<file path="src/rtl/aes_mode_engine.sv">
// aes_mode_engine: ECB/CBC/CTR chaining wrapper around an external AES core.
// One block in flight at a time; results land in a small output FIFO.
module aes_mode_engine #(
  parameter int unsigned BLOCK_W = 128,
  parameter int unsigned KEY_W   = 128,
  parameter int unsigned CTR_W   = 32,
  parameter int unsigned DEPTH   = 4
) (
  input  logic               clk,
  input  logic               rst,
  input  logic               cfg_load,
  input  logic [1:0]         cfg_mode,
  input  logic               cfg_E_Db,
  input  logic [KEY_W-1:0]   cfg_key,
  input  logic [BLOCK_W-1:0] cfg_iv,
  input  logic               in_valid,
  output logic               in_ready,
  input  logic [BLOCK_W-1:0] in_data,
  output logic               out_valid,
  input  logic               out_ready,
  output logic [BLOCK_W-1:0] out_data,
  output logic               core_start,
  output logic               core_dec,
  output logic [KEY_W-1:0]   core_key,
  output logic [BLOCK_W-1:0] core_data,
  input  logic               core_done,
  input  logic [BLOCK_W-1:0] core_result,
  output logic               busy,
  output logic               cfg_err,
  output logic               done,
  output logic [31:0]        blk_cnt
);

  localparam int unsigned PTR_W = $clog2(DEPTH);
  localparam int unsigned CNT_W = $clog2(DEPTH) + 1;

  localparam logic [1:0] S_IDLE = 2'd0;
  localparam logic [1:0] S_REQ  = 2'd1;
  localparam logic [1:0] S_WAIT = 2'd2;
  localparam logic [1:0] S_POST = 2'd3;

  localparam logic [1:0] M_ECB = 2'b00;
  localparam logic [1:0] M_CBC = 2'b01;
  localparam logic [1:0] M_CTR = 2'b10;
  localparam logic [1:0] M_RSV = 2'b11;

  logic [1:0]         state_q, state_d;
  logic [KEY_W-1:0]   key_q, key_d;
  logic               enc_q, enc_d;
  logic [1:0]         mode_q, mode_d;
  logic [BLOCK_W-1:0] chain_q, chain_d;
  logic [BLOCK_W-1:0] data_q, data_d;
  logic [BLOCK_W-1:0] res_q, res_d;
  logic               configured_q, configured_d;
  logic               cfg_err_q, cfg_err_d;
  logic               core_start_q, core_start_d;
  logic               core_dec_q, core_dec_d;
  logic [BLOCK_W-1:0] core_data_q, core_data_d;
  logic               done_q, done_d;
  logic [31:0]        blk_cnt_q, blk_cnt_d;
  logic               busy_q, busy_d;
  logic               in_ready_q, in_ready_d;
  logic               out_valid_q, out_valid_d;
  logic [BLOCK_W-1:0] out_data_q, out_data_d;
  logic [BLOCK_W-1:0] mem_q [DEPTH];
  logic [BLOCK_W-1:0] mem_d [DEPTH];
  logic [PTR_W-1:0]   wr_ptr_q, wr_ptr_d;
  logic [PTR_W-1:0]   rd_ptr_q, rd_ptr_d;
  logic [CNT_W-1:0]   count_q, count_d;

  logic               accept;
  logic               push;
  logic               pop;
  logic [BLOCK_W-1:0] push_data;

  // Config gating happens a cycle early in in_ready_q; a same-cycle cfg_load still wins.
  assign in_ready = in_ready_q & ~cfg_load;

  // Next-state logic: FSM, chaining datapath and FIFO bookkeeping.
  always_comb begin
    state_d      = state_q;
    key_d        = key_q;
    enc_d        = enc_q;
    mode_d       = mode_q;
    chain_d      = chain_q;
    data_d       = data_q;
    res_d        = res_q;
    configured_d = configured_q;
    cfg_err_d    = cfg_err_q;
    core_start_d = 1'b0;
    core_dec_d   = core_dec_q;
    core_data_d  = core_data_q;
    done_d       = 1'b0;
    blk_cnt_d    = blk_cnt_q;
    mem_d        = mem_q;
    wr_ptr_d     = wr_ptr_q;
    rd_ptr_d     = rd_ptr_q;
    count_d      = count_q;
    push         = 1'b0;
    push_data    = '0;
    accept       = in_valid & in_ready;
    pop          = out_valid_q & out_ready;

    unique case (state_q)
      S_IDLE: begin
        if (cfg_load) begin
          key_d        = cfg_key;
          enc_d        = cfg_E_Db;
          mode_d       = (cfg_mode == M_RSV) ? M_ECB : cfg_mode;
          chain_d      = cfg_iv;
          configured_d = 1'b1;
          cfg_err_d    = (cfg_mode == M_RSV);
        end else if (accept) begin
          data_d       = in_data;
          core_start_d = 1'b1;
          state_d      = S_REQ;
          unique case (mode_q)
            M_CBC: begin
              core_data_d = enc_q ? (in_data ^ chain_q) : in_data;
              core_dec_d  = ~enc_q;
            end
            M_CTR: begin
              core_data_d = chain_q;
              core_dec_d  = 1'b0;
            end
            default: begin
              core_data_d = in_data;
              core_dec_d  = ~enc_q;
            end
          endcase
        end
      end
      S_REQ: begin
        state_d = S_WAIT;
      end
      S_WAIT: begin
        if (core_done) begin
          res_d   = core_result;
          done_d  = 1'b1;
          state_d = S_POST;
        end
      end
      default: begin
        push      = 1'b1;
        blk_cnt_d = blk_cnt_q + 32'd1;
        state_d   = S_IDLE;
        unique case (mode_q)
          M_CBC: begin
            if (enc_q) begin
              push_data = res_q;
              chain_d   = res_q;
            end else begin
              push_data = res_q ^ chain_q;
              chain_d   = data_q;
            end
          end
          M_CTR: begin
            push_data            = data_q ^ res_q;
            chain_d[CTR_W-1:0]   = chain_q[CTR_W-1:0] + CTR_W'(1);
          end
          default: begin
            push_data = res_q;
          end
        endcase
      end
    endcase

    if (push) begin
      mem_d[wr_ptr_q] = push_data;
      wr_ptr_d        = wr_ptr_q + PTR_W'(1);
    end
    if (pop) begin
      rd_ptr_d = rd_ptr_q + PTR_W'(1);
    end
    unique case ({push, pop})
      2'b10:   count_d = count_q + CNT_W'(1);
      2'b01:   count_d = count_q - CNT_W'(1);
      default: count_d = count_q;
    endcase

    busy_d      = (state_d != S_IDLE);
    in_ready_d  = (state_d == S_IDLE) & configured_d & (count_d < CNT_W'(DEPTH));
    out_valid_d = (count_d != '0);
    out_data_d  = mem_d[rd_ptr_d];
  end

  // State register with synchronous reset.
  always_ff @(posedge clk) begin
    if (rst) begin
      state_q      <= S_IDLE;
      key_q        <= '0;
      enc_q        <= 1'b1;
      mode_q       <= M_ECB;
      chain_q      <= '0;
      data_q       <= '0;
      res_q        <= '0;
      configured_q <= 1'b0;
      cfg_err_q    <= 1'b0;
      core_start_q <= 1'b0;
      core_dec_q   <= 1'b0;
      core_data_q  <= '0;
      done_q       <= 1'b0;
      blk_cnt_q    <= '0;
      busy_q       <= 1'b0;
      in_ready_q   <= 1'b0;
      out_valid_q  <= 1'b0;
      out_data_q   <= '0;
      mem_q        <= '{default: '0};
      wr_ptr_q     <= '0;
      rd_ptr_q     <= '0;
      count_q      <= '0;
    end else begin
      state_q      <= state_d;
      key_q        <= key_d;
      enc_q        <= enc_d;
      mode_q       <= mode_d;
      chain_q      <= chain_d;
      data_q       <= data_d;
      res_q        <= res_d;
      configured_q <= configured_d;
      cfg_err_q    <= cfg_err_d;
      core_start_q <= core_start_d;
      core_dec_q   <= core_dec_d;
      core_data_q  <= core_data_d;
      done_q       <= done_d;
      blk_cnt_q    <= blk_cnt_d;
      busy_q       <= busy_d;
      in_ready_q   <= in_ready_d;
      out_valid_q  <= out_valid_d;
      out_data_q   <= out_data_d;
      mem_q        <= mem_d;
      wr_ptr_q     <= wr_ptr_d;
      rd_ptr_q     <= rd_ptr_d;
      count_q      <= count_d;
    end
  end

  assign out_valid  = out_valid_q;
  assign out_data   = out_data_q;
  assign core_start = core_start_q;
  assign core_dec   = core_dec_q;
  assign core_key   = key_q;
  assign core_data  = core_data_q;
  assign busy       = busy_q;
  assign cfg_err    = cfg_err_q;
  assign done       = done_q;
  assign blk_cnt    = blk_cnt_q;

endmodule

</file>
<file path="config.mk">
export PLATFORM = sky130hd
export DESIGN_NAME = aes_mode_engine
export DESIGN_NICKNAME = d
export VERILOG_FILES = /design/src/rtl/aes_mode_engine.sv
export SDC_FILE = /design/constraint.sdc
export NUM_CORES = 2
export LEC_CHECK = 0
export CAP_MARGIN = 10
export CORE_AREA = 5 5 362 364
export DETAILED_ROUTE_END_ITERATION = 8
export DIE_AREA = 0 0 367 369
export PLACE_DENSITY = 0.75
export SETUP_SLACK_MARGIN = 0.15
export SYNTH_ARGS = -nofsm -noshare
export SYNTH_HDL_FRONTEND = slang
export SYNTH_SLANG_ARGS = --single-unit
</file>
<file path="constraint.sdc">
create_clock -name clk -period 2.7 [get_ports clk]
set_input_delay 0.27 -clock clk [delete_from_list [all_inputs] [get_ports clk]]
set_output_delay 0.27 -clock clk [all_outputs]
set_load 0.02 [all_outputs]
</file>
==> impl_metrics.env <==
export IMPL_pre_cts_slack_ns=0.00155
export IMPL_antenna_found_initial=21
export IMPL_power_ir_vdd_worst_uv=637
export IMPL_cts_htree_levels=4
export IMPL_grt_max_degree=196
export IMPL_synthesis_to_layout_area_growth_pct=30.1
export IMPL_clock_sinks=1332
export IMPL_critical_path_max_fanout=47
export IMPL_post_route_cells_drive_above_1_share=0.0851
export IMPL_floorplan_rows=131
export IMPL_drt_pass1_iterations=9
export IMPL_clk_insertion_delay_late_ns=0.78
export IMPL_grt_ovfl_total=0
export IMPL_grt_pass1_wl_mm=375
export IMPL_port_buffers=943
export IMPL_fin_worst_skew_ns=0.0302
export IMPL_cap_violations=0
export IMPL_final_nets=8994
export IMPL_drcViolationCount=0
export IMPL_routed_wl_mm=254
export IMPL_synthFlopType="dfxtp_1"
export IMPL_routabilityCongestion=0.915
export IMPL_pwr_density_cell_mw_per_mm2=657
export IMPL_dieWidth_um=367
export IMPL_r2r_start="mode_q[0]$_SDFFE_PP0P_"
export IMPL_yosys_register_bits=1332
export IMPL_finalHoldViolCount=0
export IMPL_layout_min_cycle_time_ns=2.57
export IMPL_run_status="finished, final reports clean"
export IMPL_synth_cell_types=63
export IMPL_io_pins=944
export IMPL_wl_per_cell_um=24.8
export IMPL_detail_route_vias_per_cell=6.29
export IMPL_max_freq_ghz=0.389
export IMPL_ff2ff_path_depth=9
export IMPL_worstSetupStartpointType="flip-flop"
export IMPL_synthesis_instances=7762
export IMPL_regToRegSetupSlack_ns=0.13
export IMPL_postLayoutCoreUtil=0.620
export IMPL_synth_seq_area_share=0.441
export IMPL_initial_core_utilization=0.476
export IMPL_timing_rr_end="out_data[92]$_SDFF_PP0_"
export IMPL_hold_class="primary input to flip-flop"
export IMPL_die_h_um=369
export IMPL_cts_buffers=144
export IMPL_clk_pin_slew_worst_paths_ns=0.06
export IMPL_transition_time_at_the_pin_with_the_least_slew_margin_ns=1.07
export IMPL_setup_worst_path_start="mode_q[0]$_SDFFE_PP0P_"
export IMPL_tritoncts="yes"
export IMPL_totalNegativeSetupSlack_ns=0
export IMPL_via_count=64500
export IMPL_placeableCoreArea_mm2=0.127
export IMPL_detail_route_iter0_violations=8125
export IMPL_setup_ws_ns=0.128
export IMPL_cts_root_buf="clkbuf_16"
export IMPL_grtUsageTotal=0.351
export IMPL_p_leak_uw=0.0277
export IMPL_timing_setup_critical_path_class="flip-flop to flip-flop"
export IMPL_antenna_left=0
export IMPL_finalCritPeriodShare=0.952
export IMPL_crit_path_required_time_ns=3.33
export IMPL_asyncSetResetFlopFracSynth=0
export IMPL_synthesis_yosys_warnings=0
export IMPL_number_of_pins_with_negative_max_slew_slack_in_the_final_report=0
export IMPL_syn_nets=8296
export IMPL_crit_arrival_ns=3.20
export IMPL_netlist_area_mm2=0.0605
export IMPL_timing_critical_path_slowest_cell_delay_ns=0.60
export IMPL_timing_critical_path_slowest_stage_cell="a221oi_1"
export IMPL_vias_in_the_first_global_route=62000
export IMPL_die_area_mm2=0.135
export IMPL_slew_limit_headroom=0.285
export IMPL_synth_enable_flop_cells=0
export IMPL_rsz0062_at_grt="true"
export IMPL_setup_viol=0
export IMPL_max_clock_path_buffers=3
export IMPL_synth_avg_cell_area_um2=7.79
export IMPL_place_detailed_hpwl_mm=168
export IMPL_critical_path_endpoint="out_data[92]$_SDFF_PP0_"
export IMPL_path_cells="inv_1 -> ha_4 -> nor2b_4 -> buf_12 -> a221oi_1 -> buf_4 -> nor2_1 -> a222oi_1 -> o221ai_1"
export IMPL_worstSetupEndpointType="flip-flop"
where the power goes:
group | internal (uW) | switching, uW | total (uW)
sequential | 20700 | 1420 | 22200
clock | 11400 | 8500 | 19900
combinational | 3790 | 5910 | 9700
cell usage after synthesis, types with 10 or more instances:
cell	count	area [um2]
and3_1	13	81.3
nor3_1	307	1540
or2_2	20	125
o211ai_1	103	773
clkbuf_1	636	2390
a21oi_1	741	3710
inv_1	24	90.1
a31oi_1	269	1680
nand2_1	1231	4620
nor2b_1	386	2410
o21ai_0	419	2100
o31ai_1	98	736
buf_1	59	221
o22ai_1	161	1010
nand3_1	26	130
xor2_1	32	280
a221oi_1	98	858
a222oi_1	96	961
and4_1	14	123
a211oi_1	22	165
nor2_1	907	3400
ha_1	12	150
mux2i_1	128	1280
buf_2	29	145
a221o_1	31	310
or3_1	17	106
nand4_1	16	100
o221ai_1	127	1110
or2_1	14	87.6
o221a_2	97	1090
and2_1	231	1450
dfxtp_1	1332	26700
xnor2_1	10	87.6
kinds of logic after synthesis:
logic type | share of synthesized area
AND/OR/NAND/NOR | 0.237
AO/OA/AOI/OAI | 0.244
flip-flops | 0.441
buffers and inverters | 0.0471
multiplexers | 0.0217
XOR/XNOR | 0.00608
adder cells (fa/ha/maj) | 0.00281
through the flow:
step           hold slack [ns]  total power (uW)  cells  instance area (um2)
2_1_floorplan            0.394             27100   7762                60500
3_3_place_gp             0.439             31600   9899                72400
3_5_place_dp             0.445             31800   9899                72400
4_1_cts              0.0000560             51500  10200                77800
5_1_grt                 0.0245             53400  10200                78700
6_report                0.0464             51700  10200                78700
placed cells by master, fill, tap and decap left out, drive strengths merged, types with 5 or more instances in the layout:
cell | synthesis | routed
nor3 | 307 | 307
nor4 | 7 | 7
and2 | 231 | 231
o22ai | 161 | 161
o221ai | 127 | 127
or3 | 17 | 17
clkdlybuf4s50 | 0 | 942
nand3 | 26 | 26
o221a | 98 | 98
nor2b | 386 | 386
a21oi | 741 | 741
and3 | 13 | 13
clkinv | 1 | 30
o211ai | 103 | 103
a222oi | 96 | 96
xnor2 | 10 | 10
buf | 88 | 259
a311oi | 5 | 5
o31ai | 98 | 98
a31oi | 269 | 269
nand2 | 1231 | 1231
bufinv | 0 | 5
dlygate4sd3 | 0 | 71
clkbuf | 636 | 220
a41oi | 5 | 5
nand4 | 17 | 17
diode | 0 | 10
a221oi | 98 | 98
or2 | 34 | 34
dfxtp | 1332 | 1332
ha | 12 | 12
and4 | 14 | 14
xor2 | 32 | 32
nor2 | 907 | 907
o21ai | 419 | 419
a221o | 31 | 31
mux2i | 128 | 128
a211oi | 22 | 22
inv | 24 | 31
layout make-up:
type / instances / area [um2]
Fill cell: 10600 / 48300
Multi-Input combinational cell: 5681 / 31900
Sequential cell: 1332 / 26700
Timing Repair Buffer: 1276 / 13200
Clock buffer: 216 / 4240
Tap cell: 1662 / 2080
Clock inverter: 45 / 454
Inverter: 25 / 138
Antenna cell: 10 / 25.0
critical path: cells and delay by family (launching register included):
kind                     cells  cell delay [ns]
AO/OA/AOI/OAI                3             1.01
buffers and inverters        3             0.46
flip-flops                   1             0.35
adder cells (fa/ha/maj)      1             0.34
AND/OR/NAND/NOR              2             0.14
routing by layer:
layer	GRT usage	wire (um)	vias up
li1	-	-	28900
met1	0.419	92900	30600
met2	0.562	115000	4081
met3	0.0739	25700	830
met4	0.255	20500	8
met5	0	54	-
worst min path at each step:
| stage | from | to | slack (ns) | cells after the start |
|---|---|---|---|---|
| floorplan | cfg_E_Db | enc_q$_SDFFE_PP1P_ | 0.39 | 2 |
| global placement | cfg_err$_SDFFE_PP0P_ | cfg_err$_SDFFE_PP0P_ | 0.44 | 2 |
| detailed placement | core_key[46]$_SDFFE_PP0P_ | core_key[46]$_SDFFE_PP0P_ | 0.45 | 2 |
| CTS | cfg_key[64] | core_key[64]$_SDFFE_PP0P_ | 0.00006 | 3 |
| global route | core_result[101] | res_q[101]$_SDFFE_PP0P_ | 0.02 | 3 |
| finish | core_result[13] | res_q[13]$_SDFFE_PP0P_ | 0.05 | 3 |
what timing repair did:
item,4_1_cts,5_1_grt
cloned,0,4
pin swaps,0,10
resized for setup,13,118
buffers inserted,0,2
endpoints found under the hold margin,93,0
hold buffers,71,0
endpoints found under the setup margin,12,136
sequential cells by signal (all words and copies together), names as in the netlist, 2 cells and up:
name	count
mem_q	512
chain_q	128
core_data	128
core_key	128
data_q	128
res_q	128
count_q	3
state_q	2
wr_ptr_q	2
mode_q	2
out_data	128
blk_cnt	32
rd_ptr_q	2
Note: power is estimated with default switching activity, not from simulation.
